==> src/rtl/secded_pipe_decoder_pkg.sv <==
// Shared helpers for the parametrised SECDED decoder: parity-width sizing,
// codeword layout queries, data-field extraction and the error classification.
package secded_pkg;

    localparam int unsigned MAX_CW = 256;

    typedef enum logic [1:0] {
        CLEAN,
        CORR,
        UNCORR
    } err_class_e;

    function automatic int unsigned calc_p(input int unsigned data_w);
        int unsigned p;
        p = 1;
        while ((32'd1 << p) < (data_w + p + 1)) p++;
        return p;
    endfunction

    function automatic logic is_pow2(input int unsigned idx);
        return (idx != 0) && ((idx & (idx - 1)) == 0);
    endfunction

    // Data occupies every non-power-of-two position above bit 0, in ascending order.
    function automatic logic [MAX_CW-1:0] extract_data(input logic [MAX_CW-1:0] code,
                                                       input int unsigned       cw);
        logic [MAX_CW-1:0] d;
        logic [MAX_CW-1:0] sh;
        int unsigned       j;
        d  = '0;
        sh = code;
        j  = 0;
        for (int unsigned i = 0; i < MAX_CW; i++) begin
            if ((i != 0) && (i < cw) && !is_pow2(i)) begin
                d = d | (MAX_CW'(sh[0]) << j);
                j++;
            end
            sh = sh >> 1;
        end
        return d;
    endfunction

endpackage

==> src/rtl/secded_pipe_decoder_syndrome_calc.sv <==
// Combinational Hamming syndrome and overall-parity check for one codeword.
module secded_syndrome_calc
    import secded_pkg::*;
#(
    parameter int unsigned CW = 13,
    parameter int unsigned P  = 4
) (
    input  logic [CW-1:0] i_code,
    output logic [P-1:0]  o_syndrome,
    output logic          o_pfail
);

    // The syndrome is the XOR of the positions of all set bits.
    always_comb begin
        logic [CW-1:0] w_sh;
        o_syndrome = '0;
        w_sh       = i_code;
        for (int unsigned i = 0; i < CW; i++) begin
            if (w_sh[0]) o_syndrome = o_syndrome ^ P'(i);
            w_sh = w_sh >> 1;
        end
    end

    assign o_pfail = ^i_code;

endmodule

==> src/rtl/secded_pipe_decoder.sv <==
// Two-stage pipelined SECDED decoder on a valid/ready stream with saturating error counters.
// Optional first-uncorrectable-error log enabled by defining SECDED_ERR_LOG_EN.
module secded_pipe_decoder
    import secded_pkg::*;
#(
    parameter  int unsigned DATA_W = 8,
    parameter  int unsigned CNT_W  = 16,
    localparam int unsigned P      = calc_p(DATA_W),
    localparam int unsigned CW     = DATA_W + P + 1
) (
    input  logic              clock,
    input  logic              reset,
    input  logic              in_valid,
    output logic              in_ready,
    input  logic [CW-1:0]     in_code,
    output logic              out_valid,
    input  logic              out_ready,
    output logic [CW-1:0]     out_code,
    output logic [DATA_W-1:0] out_data,
    output logic [P-1:0]      out_syndrome,
    output logic              out_1bit_err,
    output logic              out_2bit_err,
`ifdef SECDED_ERR_LOG_EN
    output logic              err_log_valid,
    output logic [CW-1:0]     err_log_code,
    output logic [P-1:0]      err_log_syndrome,
`endif
    input  logic              cnt_clear,
    output logic [CNT_W-1:0]  cnt_1bit,
    output logic [CNT_W-1:0]  cnt_2bit
);

    logic              r_s1_valid;
    logic [CW-1:0]     r_s1_code;
    logic [P-1:0]      r_s1_syn;
    logic              r_s1_pfail;

    logic              r_out_valid;
    logic [CW-1:0]     r_out_code;
    logic [DATA_W-1:0] r_out_data;
    logic [P-1:0]      r_out_syn;
    logic              r_out_1bit;
    logic              r_out_2bit;

    logic [CNT_W-1:0]  r_cnt_1bit;
    logic [CNT_W-1:0]  r_cnt_2bit;

    logic [P-1:0]      w_syn;
    logic              w_pfail;
    logic              w_s2_ready;
    logic              w_in_ready;
    err_class_e        w_class;
    logic [CW-1:0]     w_corr;
    logic [DATA_W-1:0] w_data;
    logic              w_xfer;
    logic              w_inc_1bit;
    logic              w_inc_2bit;

    secded_syndrome_calc #(
        .CW (CW),
        .P  (P)
    ) u_syndrome (
        .i_code     (in_code),
        .o_syndrome (w_syn),
        .o_pfail    (w_pfail)
    );

    assign w_s2_ready = !r_out_valid || out_ready;
    assign w_in_ready = !r_s1_valid || w_s2_ready;
    assign in_ready   = w_in_ready;

    always_ff @(posedge clock or posedge reset) begin
        if (reset) begin
            r_s1_valid <= 1'b0;
            r_s1_code  <= '0;
            r_s1_syn   <= '0;
            r_s1_pfail <= 1'b0;
        end else if (w_in_ready) begin
            r_s1_valid <= in_valid;
            if (in_valid) begin
                r_s1_code  <= in_code;
                r_s1_syn   <= w_syn;
                r_s1_pfail <= w_pfail;
            end
        end
    end

    // A syndrome pointing past the top of the word cannot be a single flip.
    always_comb begin
        w_class = CLEAN;
        if (r_s1_pfail) begin
            w_class = (32'(r_s1_syn) < CW) ? CORR : UNCORR;
        end else if (r_s1_syn != '0) begin
            w_class = UNCORR;
        end
        w_corr = r_s1_code;
        if (w_class == CORR) w_corr = r_s1_code ^ (CW'(1) << r_s1_syn);
    end

    assign w_data = DATA_W'(extract_data(MAX_CW'(w_corr), CW));

    always_ff @(posedge clock or posedge reset) begin
        if (reset) begin
            r_out_valid <= 1'b0;
            r_out_code  <= '0;
            r_out_data  <= '0;
            r_out_syn   <= '0;
            r_out_1bit  <= 1'b0;
            r_out_2bit  <= 1'b0;
        end else if (w_s2_ready) begin
            r_out_valid <= r_s1_valid;
            if (r_s1_valid) begin
                r_out_code <= w_corr;
                r_out_data <= w_data;
                r_out_syn  <= r_s1_syn;
                r_out_1bit <= (w_class == CORR);
                r_out_2bit <= (w_class == UNCORR);
            end
        end
    end

    assign out_valid    = r_out_valid;
    assign out_code     = r_out_code;
    assign out_data     = r_out_data;
    assign out_syndrome = r_out_syn;
    assign out_1bit_err = r_out_1bit;
    assign out_2bit_err = r_out_2bit;

    assign w_xfer     = r_out_valid && out_ready;
    assign w_inc_1bit = w_xfer && r_out_1bit;
    assign w_inc_2bit = w_xfer && r_out_2bit;

    // A clear coinciding with a counted transfer keeps that transfer.
    always_ff @(posedge clock or posedge reset) begin
        if (reset) begin
            r_cnt_1bit <= '0;
            r_cnt_2bit <= '0;
        end else begin
            if (cnt_clear) begin
                r_cnt_1bit <= w_inc_1bit ? CNT_W'(1) : '0;
            end else if (w_inc_1bit && (r_cnt_1bit != '1)) begin
                r_cnt_1bit <= r_cnt_1bit + CNT_W'(1);
            end
            if (cnt_clear) begin
                r_cnt_2bit <= w_inc_2bit ? CNT_W'(1) : '0;
            end else if (w_inc_2bit && (r_cnt_2bit != '1)) begin
                r_cnt_2bit <= r_cnt_2bit + CNT_W'(1);
            end
        end
    end

    assign cnt_1bit = r_cnt_1bit;
    assign cnt_2bit = r_cnt_2bit;

`ifdef SECDED_ERR_LOG_EN
    logic          r_log_valid;
    logic [CW-1:0] r_log_code;
    logic [P-1:0]  r_log_syn;

    always_ff @(posedge clock or posedge reset) begin
        if (reset) begin
            r_log_valid <= 1'b0;
            r_log_code  <= '0;
            r_log_syn   <= '0;
        end else if (w_inc_2bit && (cnt_clear || !r_log_valid)) begin
            r_log_valid <= 1'b1;
            r_log_code  <= r_out_code;
            r_log_syn   <= r_out_syn;
        end else if (cnt_clear) begin
            r_log_valid <= 1'b0;
        end
    end

    assign err_log_valid    = r_log_valid;
    assign err_log_code     = r_log_code;
    assign err_log_syndrome = r_log_syn;
`endif

endmodule

==> config.mk <==
export PLATFORM = sky130hd
export DESIGN_NAME = secded_pipe_decoder
export DESIGN_NICKNAME = d
export VERILOG_FILES = /design/src/rtl/secded_pipe_decoder_pkg.sv /design/src/rtl/secded_pipe_decoder_syndrome_calc.sv /design/src/rtl/secded_pipe_decoder.sv
export SDC_FILE = /design/constraint.sdc
export NUM_CORES = 1
export LEC_CHECK = 0
export CORE_MARGIN = 5
export CORE_UTILIZATION = 50
export DETAILED_ROUTE_END_ITERATION = 10
export PLACE_DENSITY = 0.83
export REMOVE_ABC_BUFFERS = 1
export SLEW_MARGIN = 25
export SYNTH_ARGS = -nofsm -noshare
export SYNTH_HDL_FRONTEND = slang
export SYNTH_SLANG_ARGS = --single-unit
==> constraint.sdc <==
create_clock -name clock -period 2.7 [get_ports clock]
set_input_delay 0.54 -clock clock [delete_from_list [all_inputs] [get_ports clock]]
set_output_delay 0.54 -clock clock [all_outputs]
set_load 0.01 [all_outputs]
# After elaboration in Yosys (flattened, before gate mapping)
# Cells that the tools add are included.
# word_totals
register_bits	79
in_bits	18
output_inout_bits	61
elab_cells	76
# op_classes
n_addsub	2
order_cmp	1
n_eq_ne	4
n_shift	1
muxes	22
n_bitwise	19
reduce_logical	15
# op_table
cell	n
16-bit two-way mux	4
16-bit by 1-bit adder with 16-bit output (second input constant)	2
16-bit != test (second input constant)	2
4-bit two-way mux	5
13-bit two-way mux	1
13-bit XOR reduction	1
1-bit by 4-bit << shifter with 13-bit output (first input constant)	1
13-bit XOR	1
3-bit two-way mux	4
2-bit inverter	6
2-bit two-way mux	5
7-bit by 8-bit bitwise OR with 8-bit output	1
6-bit by 7-bit bitwise OR with 7-bit output	1
3-bit inverter	2
5-bit by 6-bit bitwise OR with 6-bit output	1
1-bit logical AND	5
4-bit by 5-bit bitwise OR with 5-bit output	1
4-bit less-than comparator (second input constant)	1
3-bit by 4-bit bitwise OR with 4-bit output	1
2-bit AND reduction	2
2-bit nonzero test	2
4-bit nonzero test	1
1-bit two-way mux	3
1-bit inverter (first input constant)	3
other kinds (6)	8

# Longest topological paths before layout
# Gate-level depths: netlist of run 1.
# depth
depth_word	20
mapped_depth	6
depth_no_buf	6

# By module
# From an unflattened synthesis of run 1, not the netlist that was laid out.
# hier_totals
hier_cells	380
area_unflattened_um2	3804.9
# modules_own_cells
mod	n_inst	cells_each	area_per_inst_um2	seq_area_each_um2
secded_pipe_decoder	1	360	3607.2	1776.7
secded_syndrome_calc	1	20	197.7	0.0

# Worst setup path before layout of run 1
# Ideal clock, no wire load.
# synth_timing
path_kind	input to register
startpoint	input port out_ready
endpoint	register r_s1_code[12]
setup_time_ps	125
arrival_time_ps	1551
required_ps	2575
path_slack_ps	1024
path_stages	4
path_buffers	1
path_cell_list	nand3b_1 -> nand2_1 -> buf_1 -> mux2_2
# synth_via
elab_chain_len	3
# synth_lines
item	line_no	rtl
from (decl)	secded_pipe_decoder.sv:17	input logic out_ready,
1-bit logical OR	secded_pipe_decoder.sv:68	assign w_s2_ready = !r_out_valid || out_ready;
1-bit logical OR	secded_pipe_decoder.sv:69	assign w_in_ready = !r_s1_valid || w_s2_ready;
2-bit AND reduction (no line)	--	
to (signal assigned)	secded_pipe_decoder.sv:81	r_s1_code <= in_code;
to (decl)	secded_pipe_decoder.sv:34	logic [CW-1:0] r_s1_code;
# Every way passes these cells.
# A chain may end at the register's enable or synchronous reset.

# Worst setup path after layout of run 1
# layout_timing
startpoint	input port out_ready
endpoint	output port in_ready
# layout_via
elab_chain_len	2
# layout_lines
item	line_no	rtl
1-bit logical OR	secded_pipe_decoder.sv:68	
1-bit logical OR	secded_pipe_decoder.sv:69	
to (decl)	secded_pipe_decoder.sv:14	output logic in_ready,
# Every way passes these cells.

==> flow_summary_export.csv, run 1 <==
group,metric,value,unit
critical_path,timing.critical_path.arrival,1.81,ns
clocking,cts_resized,0,
timing,final_hold_viol_count,0,
timing,setup-tns-final,0,ns
layout,area.growth.synth_to_final,29.1,%
layout,fillerInstances,582,
clocking,clk_transition_reported_paths,0.07,ns
layout,antennaDiodeCount,0,
drt,avgViaCountPerCell,5.32,
timing,final.hold.worst_slack,0.499,ns
floorplanning,coreArea,0.00721,mm^2
timing,period_needed,2.35,ns
layout,multi_input_gate_area_in_the_final_layout,0.00175,mm^2
grt,grt_first_pass_wirelength,13.7,mm
layout,fin_nets,458,
grt,grt_start_max_net_pins,72,
layout,layout.cells.most_common,"clkdlybuf4s50_1",
timing,report.final.slew_viol_count,0,
grt,grt_antenna_before_repair,0,
critical_path,worstSetupStartpointType,"primary input",
critical_path,endpoint_class_of_the_critical_path,"primary output",
floorplanning,placementRows,31,
worst_hold_path,holdCritPathClass,"reg -> reg",
drt,detail_route.first_pass.iterations,5,
timing,finalClockSkew,0.0109,ns
critical_path,crit_start,"out_ready",
timing,fmax,426,MHz
synth,ys.warnings.count,0,
drt,via_count,2884,
synth,synthesis.area,0.00369,mm^2
layout,final_layout_size_suffix_gt1_share,11.1,%
synth,ys_ff_latch,71,
critical_path,timing.critical_path.fanout_max,4,
timing,setup_viol_count_final,0,
clocking,cts.sinks,71,
critical_path,worst_ep_required_time,2.16,ns
synth,synth_area_per_inst,10.1,um^2
clocking,cts_made_buffers,9,
pwr,vdd_drop_max,0.000457,V
drt,average_wire_length_per_cell_after_detail_routing,15.1,um
floorplanning,die_x,95.9,um
drt,drc,0,
placed_design,dpl.hpwl,5.87,mm
clocking,cts_max_level,3,
synth,ys_seq_area_share,48.1,%
grt,global_route.usage.total,19.1,%
drt,antenna_left,0,
grt,grt-ovfl-total,0,
drt,detailedRoute.firstIterationViolations,106,
clocking,cts_setup_buffers,0,
placed_design,placement.setup.worst_slack,0.271,ns
clocking,clkLatencyLatePin,0.35,ns
layout,register_area,0.00178,mm^2
pwr,leakagePower,1.84,nW
synth,postSynthCellCount,366,
timing,period_utilization_post_route,86.9,%
timing,layout_setup_ws,0.353,ns
floorplanning,design.die.area,0.00920,mm^2
drt,total_routed_length,8.20,mm
layout,layout_common_cells,"clkdlybuf4s50_1, dfrtp_1, nor2_1, xnor2_1, nand2_1",
clocking,tritoncts,"yes",
worst_hold_path,hold_path.startpoint,"r_s1_valid$_DFFE_PP0P_",
timing,timing_worst_slew_pin_value,0.814,ns
pwr,p_per_area,685,mW/mm^2
placed_design,port_buffers,78,
status,outcome,"completed",
critical_path,timing.setup.critical_path_class,"in -> out",
clocking,clockRootBuffer,"clkbuf_8",
grt,vias_in_the_first_global_route,2928,
job,maxCapViolCount,0,
floorplanning,die_height,95.9,um
floorplanning,initial_core_utilization,51.2,%
timing,rsz_0062_raised_after_global_routing,"no",
clocking,post_cts_hold_buffer_count,0,
synth,synthDistinctLibCells,44,
floorplanning,ioPinCount,79,
clocking,clock_tree_buf_depth,2,
placed_design,place.gp.congestion,0.867,
timing,worst_slew_margin_relative_to_its_limit,45.6,%
critical_path,rr_startpoint,"cnt_2bit[12]$_DFFE_PP0P_",
[logic make-up after synthesis]
kind of cell	count (synthesis)	share of synthesized area, %
AND/OR/NAND/NOR	134	18.7
adder cells (fa/ha/maj)	2	0.678
buffers and inverters	32	4.37
multiplexers	22	6.58
XOR/XNOR	54	12.8
flip-flops	71	48.1
AO/OA/AOI/OAI	51	8.68
[worst paths after layout]
check | to | slack [ns] | depth (start not counted)
worst min-delay path | out_valid$_DFFE_PP0P_ | 0.50 | 1
max in group asynchronous | cnt_2bit[8]$_DFFE_PP0P_ | 1.81 | 3
worst min register to register | out_valid$_DFFE_PP0P_ | 0.50 | 1
worst max-delay path | in_ready | 0.35 | 3
min in group asynchronous | cnt_1bit[14]$_DFFE_PP0P_ | 0.58 | 3
worst max register to register | cnt_2bit[7]$_DFFE_PP0P_ | 0.73 | 5
[synthesized netlist by cell type (all sizes together)]
cell | instances | area share, %
inv | 9 | 0.92
or3 | 4 | 0.85
nand3 | 9 | 1.2
o21ai | 11 | 1.5
clkbuf | 10 | 1.0
a21boi | 1 | 0.20
o211ai | 4 | 0.81
a22oi | 1 | 0.20
nor3 | 10 | 1.5
xor2 | 14 | 3.3
dfrtp | 71 | 48
dlygate4sd1 | 1 | 0.24
nand3b | 2 | 0.41
a21oi | 20 | 2.7
nand4b | 1 | 0.24
o2111ai | 1 | 0.24
and3 | 4 | 0.71
nor3b | 2 | 0.41
mux2i | 4 | 1.1
ha | 2 | 0.68
nor4b | 2 | 0.47
nor2b | 2 | 0.34
and3b | 1 | 0.24
and2 | 2 | 0.34
nand2b | 4 | 0.68
nor4 | 6 | 1.0
buf | 12 | 2.2
o31ai | 3 | 0.98
a211oi | 10 | 2.0
and4 | 3 | 0.71
nand4 | 8 | 2.0
or2 | 1 | 0.17
xnor2 | 40 | 9.5
nand2 | 26 | 2.6
nor2 | 47 | 4.8
mux2 | 18 | 5.5
[routing by layer]
layer  up-vias  part of all wire (%)  global-route usage [%]
li1       1400                     -                       -
met1      1384                    44                    23.7
met2        83                    49                    33.0
met3        17                   5.2                    5.00
met4         0                   1.6                    5.21
met5         -                     0                       0
[layout make-up]
class,count,share of cell area (%)
Sequential cell,71,37.3
Timing Repair Buffer,84,17.6
Clock buffer,11,2.76
Multi-Input combinational cell,263,36.8
Clock inverter,5,2.23
Tap cell,99,2.60
Inverter,9,0.709
[power breakdown]
| part | total [mW] | switching, mW | internal, mW |
|---|---|---|---|
| sequential | 1.41 | 0.186 | 1.23 |
| clock | 1.02 | 0.401 | 0.616 |
| combinational | 0.836 | 0.365 | 0.471 |
| total | 3.26 | 0.952 | 2.31 |
[critical path: stages]
cell             delay, ns
clkdlybuf4s50_1       0.53
nand3b_1              0.17
clkdlybuf4s50_1       0.57
[registers in the layout, indices dropped and copies added, names as in the netlist, 4 cells and up]
name	count
out_code	5
r_s1_code	13
cnt_1bit	16
out_data	8
cnt_2bit	16
r_s1_syn	4
out_syndrome	4
[stage by stage]
step,utilization [%],power [mW],cells,instance area [um^2]
final,66.0,3.26,542,4760
after global routing,66.0,3.45,542,4760
after CTS,66.0,3.29,542,4760
after detailed placement,62.7,2.27,526,4530
after global placement,62.7,2.24,526,4530
after floorplan,-,1.81,343,3560
(Power assumes the default switching activity.)
==> run 2, diff against run 1 <==
--- a/config.mk
+++ b/config.mk
@@ -5,12 +5,10 @@
 export SDC_FILE = /design/constraint.sdc
 export NUM_CORES = 1
 export LEC_CHECK = 0
-export CORE_MARGIN = 5
 export CORE_UTILIZATION = 50
 export DETAILED_ROUTE_END_ITERATION = 10
 export PLACE_DENSITY = 0.83
 export REMOVE_ABC_BUFFERS = 1
-export SLEW_MARGIN = 25
 export SYNTH_ARGS = -nofsm -noshare
 export SYNTH_HDL_FRONTEND = slang
 export SYNTH_SLANG_ARGS = --single-unit
==> run 2 against run 1 <==
- hold slack better by 0.018 ns
- power is 8.5% lower
- core utilization is 1.5 points higher
- final area is 1.5% lower
- largest cell class unchanged
- global-route usage is 2.1 points higher
- clock skew is 0.0017 ns lower
- clock-buffer cell count stayed put
- non-clock buffer count is 1 lower
- via count is 0.31% higher
- first-iteration DRC count is 25% lower
==> flow_summary_export.csv, run 2 (same netlist as run 1, synthesis figures left out) <==
group,metric,value,unit
grt,grt_start_max_net_pins,72,
drt,antenna_left,0,
layout,final_design_area_excluding_fillers,0.00469,mm^2
critical_path,crit_family,"buffers and inverters",
pwr,vdd_drop_max,0.000433,V
critical_path,timing.critical_path.cells,"clkdlybuf4s50_1 -> nand3b_1 -> clkdlybuf4s50_1",
layout,layout_common_cells,"clkdlybuf4s50_1, dfrtp_1, nor2_1, xnor2_1, nand2_1",
timing,finalClockSkew,0.00919,ns
timing,fmax,421,MHz
critical_path,reg2reg_setup_slack,0.80,ns
critical_path,cp.buffers_inverters,2,
timing,setup_viol_count_final,0,
clocking,clockRootBuffer,"clkbuf_8",
drt,avgViaCountPerCell,5.38,
floorplanning,die_x,87.9,um
pwr,p_switching,936,uW
placed_design,dpl.hpwl,5.47,mm
critical_path,timing.setup.critical_path_class,"in -> out",
pwr,power.combinational.fraction,27.7,%
critical_path,library_cell_appearing_most_often_on_the_critical_path,"clkdlybuf4s50_1",
clocking,cts_setup_buffers,0,
critical_path,critical_path.slowest_cell,"clkdlybuf4s50_1",
layout,antennaDiodeCount,0,
clocking,cts.sinks,71,
critical_path,timing.critical_path.fanout_max,4,
layout,layout.cells.most_common,"clkdlybuf4s50_1",
floorplanning,ioPinCount,79,
grt,grt-ovfl-total,0,
timing,rsz_0062_raised_after_global_routing,"no",
timing,period_needed,2.38,ns
clocking,clk_transition_reported_paths,0.07,ns
pwr,net_switching_share_of_the_total_power,31.3,%
critical_path,worst_ep_required_time,2.16,ns
critical_path,timing.critical_path.arrival,1.84,ns
placed_design,port_buffers,78,
critical_path,worstSetupStartpointType,"primary input",
drt,drc,0,
floorplanning,coreArea,0.00694,mm^2
floorplanning,initial_core_utilization,53.2,%
drt,total_routed_length,7.79,mm
clocking,cts_max_level,3,
drt,via_count,2893,
clocking,cts_resized,0,
pwr,cell_internal_pwr,2.05,mW
drt,detail_route.first_pass.iterations,4,
pwr,leakagePower,1.81,nW
clocking,post_cts_hold_buffer_count,0,
floorplanning,placementRows,30,
grt,grt_first_pass_wirelength,12.7,mm
drt,detailedRoute.firstIterationViolations,80,
timing,worst_slew_margin_relative_to_its_limit,48.5,%
timing,timing_worst_slew_pin_value,0.766,ns
timing,setup-tns-final,0,ns
grt,vias_in_the_first_global_route,2774,
worst_hold_path,holdCritPathClass,"reg -> reg",
clocking,tritoncts,"yes",
clocking,clock_tree_buf_depth,2,
grt,global_route.usage.total,21.3,%
layout,fillerInstances,540,
critical_path,endpoint_class_of_the_critical_path,"primary output",
placed_design,detailed_place.area,0.00451,mm^2
clocking,cts_made_buffers,9,
timing,period_utilization_post_route,88.0,%
clocking,clkLatencyLatePin,0.34,ns
layout,area.growth.synth_to_final,27.1,%
layout,final_core_util,67.5,%
floorplanning,design.die.area,0.00773,mm^2
pwr,seqPwrFrac,47.2,%
placed_design,place.gp.congestion,0.799,
grt,grt_antenna_before_repair,0,
timing,report.final.slew_viol_count,0,
layout,fin_nets,457,
layout,final_layout_size_suffix_gt1_share,11.1,%
drt,average_wire_length_per_cell_after_detail_routing,14.5,um
pwr,clkPwrFrac,25.1,%
pwr,p_per_area,637,mW/mm^2
status,outcome,"completed",
critical_path,max_incr_delay_on_cp,0.57,ns
job,maxCapViolCount,0,
timing,final_hold_viol_count,0,
timing,final.hold.worst_slack,0.517,ns
floorplanning,die_height,87.9,um
-- run 2: cell count changes in the layout (fill, tap and decap cells not counted), sizes merged --
cell,before,now
buf,6,5
bufinv,3,0
clkinv,1,3
clkinvlp,1,2
-- run 2: layer usage --
layer,up-vias,GRT usage [%],wire [um]
li1,1401,-,-
met1,1410,27.2,3530
met2,72,36.1,3860
met3,10,4.81,328
met4,0,6.26,72
met5,-,0,0
-- run 2: path summary, 6_finish.rpt --
check | from | endpoint | cells past startpoint
setup reg to reg | cnt_2bit[7]$_DFFE_PP0P_ | cnt_2bit[5]$_DFFE_PP0P_ | 5
hold reg to reg | r_s1_valid$_DFFE_PP0P_ | out_valid$_DFFE_PP0P_ | 1
hold / removal | r_s1_valid$_DFFE_PP0P_ | out_valid$_DFFE_PP0P_ | 1
max in group asynchronous | reset | r_s1_code[2]$_DFFE_PP0P_ | 3
setup / recovery | out_ready | in_ready | 3
min in group asynchronous | reset | cnt_1bit[13]$_DFFE_PP0P_ | 3
-- run 2: per-stage QoR --
stage / std cells / setup slack [ns] / power (mW)
6_report: 538 / 0.323 / 2.99
5_1_grt: 538 / 0.255 / 3.15
4_1_cts: 538 / 0.323 / 3.01
3_5_place_dp: 522 / 0.274 / 2.26
3_3_place_gp: 522 / 0.338 / 2.23
2_1_floorplan: 343 / 0.363 / 1.81
-- run 2: cell type report --
cell class                 count  area [um^2]  area share, %
inverter                       9         33.8          0.720
timing repair buffer          83          831           17.7
clock buffer                  11          141           3.01
sequential                    71         1780           37.9
clock inverter                 5         33.8          0.720
tap                           96          120           2.56
multi-input combinational    263         1750           37.4
-- run 2: power groups by stage --
| stage | clock, mW | combinational [mW] | sequential [mW] |
|---|---|---|---|
| 3_5_place_dp | 0 | 0.835 | 1.43 |
| 6_report | 0.750 | 0.829 | 1.41 |
| 2_1_floorplan | 0 | 0.360 | 1.45 |
| 3_3_place_gp | 0 | 0.816 | 1.42 |
| 4_1_cts | 0.765 | 0.841 | 1.41 |
| 5_1_grt | 0.813 | 0.907 | 1.43 |
==> run 3, diff against run 2 <==
--- a/config.mk
+++ b/config.mk
@@ -5,10 +5,10 @@
 export SDC_FILE = /design/constraint.sdc
 export NUM_CORES = 1
 export LEC_CHECK = 0
+export CAP_MARGIN = 25
 export CORE_UTILIZATION = 50
 export DETAILED_ROUTE_END_ITERATION = 10
 export PLACE_DENSITY = 0.83
-export REMOVE_ABC_BUFFERS = 1
 export SYNTH_ARGS = -nofsm -noshare
 export SYNTH_HDL_FRONTEND = slang
 export SYNTH_SLANG_ARGS = --single-unit
==> constraint.sdc (replaced) <==
create_clock -name clock -period 2.7 [get_ports clock]
set_input_delay 0.54 -clock clock [delete_from_list [all_inputs] [get_ports clock]]
set_output_delay 0.54 -clock clock [all_outputs]
set_load 0.1 [all_outputs]
==> run 3 against run 2 <==
- sequential power hardly changed
- via count down 2.2%
- critical path type is now in -> reg
- clock power rose by 26%
- hold slack got worse by 0.033 ns
- clock-buffer cell count increased by 2
- largest cell class unchanged
- power up 38%
- die area unchanged
- first-iteration DRC count increased by 5.0%
- global-route usage increased by 0.76 points
==> flow_summary_export.csv, run 3 (same netlist as run 1, synthesis figures left out) <==
group,metric,value,unit
status,outcome,"completed",
placed_design,port_buffers,78,
critical_path,rr_startpoint,"cnt_2bit[12]$_DFFE_PP0P_",
pwr,seqPwrFrac,34.2,%
grt,global_route.usage.total,22.0,%
layout,register_area,0.00178,mm^2
pwr,clkPwrFrac,22.9,%
grt,grt_first_pass_wirelength,13.0,mm
critical_path,reg2reg_setup_slack,0.80,ns
pwr,leakagePower,1.93,nW
job,maxCapViolCount,0,
critical_path,cp.buffers_inverters,1,
clocking,clockRootBuffer,"clkbuf_8",
clocking,clock_tree_buf_depth,2,
grt,vias_in_the_first_global_route,2698,
drt,average_wire_length_per_cell_after_detail_routing,14.1,um
clocking,cts.sinks,71,
layout,antennaDiodeCount,0,
layout,layout_common_cells,"dfrtp_1, buf_4, nor2_1, xnor2_1, nand2_1",
drt,total_routed_length,7.60,mm
drt,detail_route.first_pass.iterations,4,
layout,layout.cells.most_common,"dfrtp_1",
critical_path,logic_depth_of_the_worst_register_to_register_path,5,
timing,final_hold_viol_count,0,
layout,multi_input_gate_area_in_the_final_layout,0.00176,mm^2
clocking,cts_max_level,3,
drt,antenna_left,0,
critical_path,worstSetupStartpointType,"primary input",
clocking,cts_resized,0,
drt,via_count,2830,
drt,avgViaCountPerCell,5.26,
timing,report.final.slew_viol_count,0,
critical_path,timing.setup.critical_path_class,"in -> reg",
floorplanning,initial_core_utilization,53.2,%
timing,timing_worst_slew_pin_value,0.711,ns
layout,fin_nets,457,
clocking,cts_made_buffers,9,
timing,fmax,487,MHz
pwr,vdd_drop_max,0.000661,V
floorplanning,die_height,87.9,um
timing,worst_slew_margin_relative_to_its_limit,52.2,%
worst_hold_path,holdCritPathClass,"reg -> reg",
worst_hold_path,hold_end,"out_valid$_DFFE_PP0P_",
clocking,clk_transition_reported_paths,0.07,ns
drt,detailedRoute.firstIterationViolations,84,
timing,setup-tns-final,0,ns
pwr,net_switching_share_of_the_total_power,46.4,%
drt,drc,0,
timing,period_needed,2.05,ns
critical_path,critical_path.slowest_cell,"clkdlybuf4s50_1",
pwr,cell_internal_pwr,2.21,mW
placed_design,place.gp.congestion,0.800,
floorplanning,ioPinCount,79,
clocking,post_cts_hold_buffer_count,0,
critical_path,crit_family,"simple AND/OR/NAND/NOR gates",
timing,rsz_0062_raised_after_global_routing,"no",
synth,postSynthNetCount,386,
placed_design,dpl.hpwl,5.45,mm
pwr,p_switching,1.91,mW
floorplanning,coreArea,0.00694,mm^2
timing,finalClockSkew,0.00696,ns
floorplanning,die_x,87.9,um
critical_path,timing.critical_path.fanout_max,8,
grt,grt-ovfl-total,0,
floorplanning,placementRows,30,
placed_design,placement.setup.worst_slack,0.334,ns
critical_path,endpoint_class_of_the_critical_path,"flip-flop",
pwr,p_per_area,897,mW/mm^2
worst_hold_path,hold_path.startpoint,"r_s1_valid$_DFFE_PP0P_",
clocking,tritoncts,"yes",
critical_path,timing.critical_path.cells,"clkdlybuf4s50_1 -> and3_1 -> nand4_2 -> nor4b_1 -> xnor2_1 -> nor2_1",
timing,setup_viol_count_final,0,
critical_path,max_incr_delay_on_cp,0.50,ns
critical_path,timing.critical_path.arrival,2.27,ns
grt,grt_start_max_net_pins,35,
grt,grt_antenna_before_repair,0,
critical_path,worst_ep_required_time,2.91,ns
pwr,power.combinational.fraction,42.9,%
clocking,clkLatencyLatePin,0.34,ns
worst_hold_path,hold_path_depth,1,
timing,layout_setup_ws,0.646,ns
layout,fillerInstances,544,
floorplanning,design.die.area,0.00773,mm^2
layout,area.growth.synth_to_final,24.7,%
critical_path,worstReg2RegEnd,"cnt_2bit[5]$_DFFE_PP0P_",
timing,period_utilization_post_route,76.1,%
layout,final_layout_size_suffix_gt1_share,25.1,%
clocking,cts_setup_buffers,0,
## run 3: changes by cell type in the layout (fill, tap and decap cells not counted)
cell             change
clkinvlp_4           -2
dfrtp_2              +1
clkdlybuf4s50_1     -61
bufinv_16            +2
clkbuf_8             +1
clkinv_4             -1
buf_12               +1
dfrtp_1              -1
buf_4               +60
clkinv_2             -1
nand2_1              -1
nand2_2              +1
clkbuf_1             +1
## run 3: through the flow
step | std cells | power [mW] | area, um^2 | utilization [%] | hold slack [ns]
CTS | 538 | 4.16 | 4600 | 66.3 | 0.480
floorplan | 366 | 2.86 | 3690 | - | 0.449
global placement | 522 | 3.18 | 4380 | 63.0 | 0.465
finish | 538 | 4.13 | 4600 | 66.3 | 0.484
global route | 538 | 4.30 | 4600 | 66.3 | 0.507
detailed placement | 522 | 3.21 | 4380 | 63.0 | 0.466
## run 3: worst max path at each step
stage | start | slack, ns | end | cells after the start
after CTS | out_ready | 0.65 | in_ready | 3
after floorplan | out_valid$_DFFE_PP0P_ | 0.02 | r_s1_code[12]$_DFFE_PP0P_ | 4
after global routing | out_ready | 0.51 | cnt_1bit[11]$_DFFE_PP0P_ | 6
after global placement | out_ready | 0.39 | cnt_1bit[11]$_DFFE_PP0P_ | 6
final | out_ready | 0.65 | cnt_1bit[11]$_DFFE_PP0P_ | 6
after detailed placement | out_ready | 0.33 | cnt_1bit[13]$_DFFE_PP0P_ | 6
## run 3: metal layers
layer / share of wire [%] / global-route usage (%) / vias up
li1: - / - / 1402
met1: 44 / 28.2 / 1346
met2: 51 / 36.6 / 72
met3: 4.0 / 6.13 / 10
met4: 0.86 / 6.41 / 0
met5: 0 / 0 / -
## run 3: power by group through the flow
stage | Clock [mW] | Sequential [mW] | Combinational (mW)
4_1_cts | 0.968 | 1.41 | 1.78
5_1_grt | 1.01 | 1.44 | 1.85
3_3_place_gp | 0 | 1.42 | 1.76
6_report | 0.946 | 1.41 | 1.77
2_1_floorplan | 0 | 2.15 | 0.707
3_5_place_dp | 0 | 1.43 | 1.78
## run 3: worst reg2reg max path, delay by kind of cell, from the launching register on
kind            cells  cell delay [ns]
flops               1             0.47
xor+xnor            1             0.19
simple gates        3             0.92
compound gates      1             0.19
## run 3: final cells by class
type	count	area share [%]
clock inverter	3	1.41
sequential	71	38.6
multi-input combinational	263	38.1
tap	96	2.61
inverter	9	0.734
timing repair buffer	83	15.0
clock buffer	13	3.45
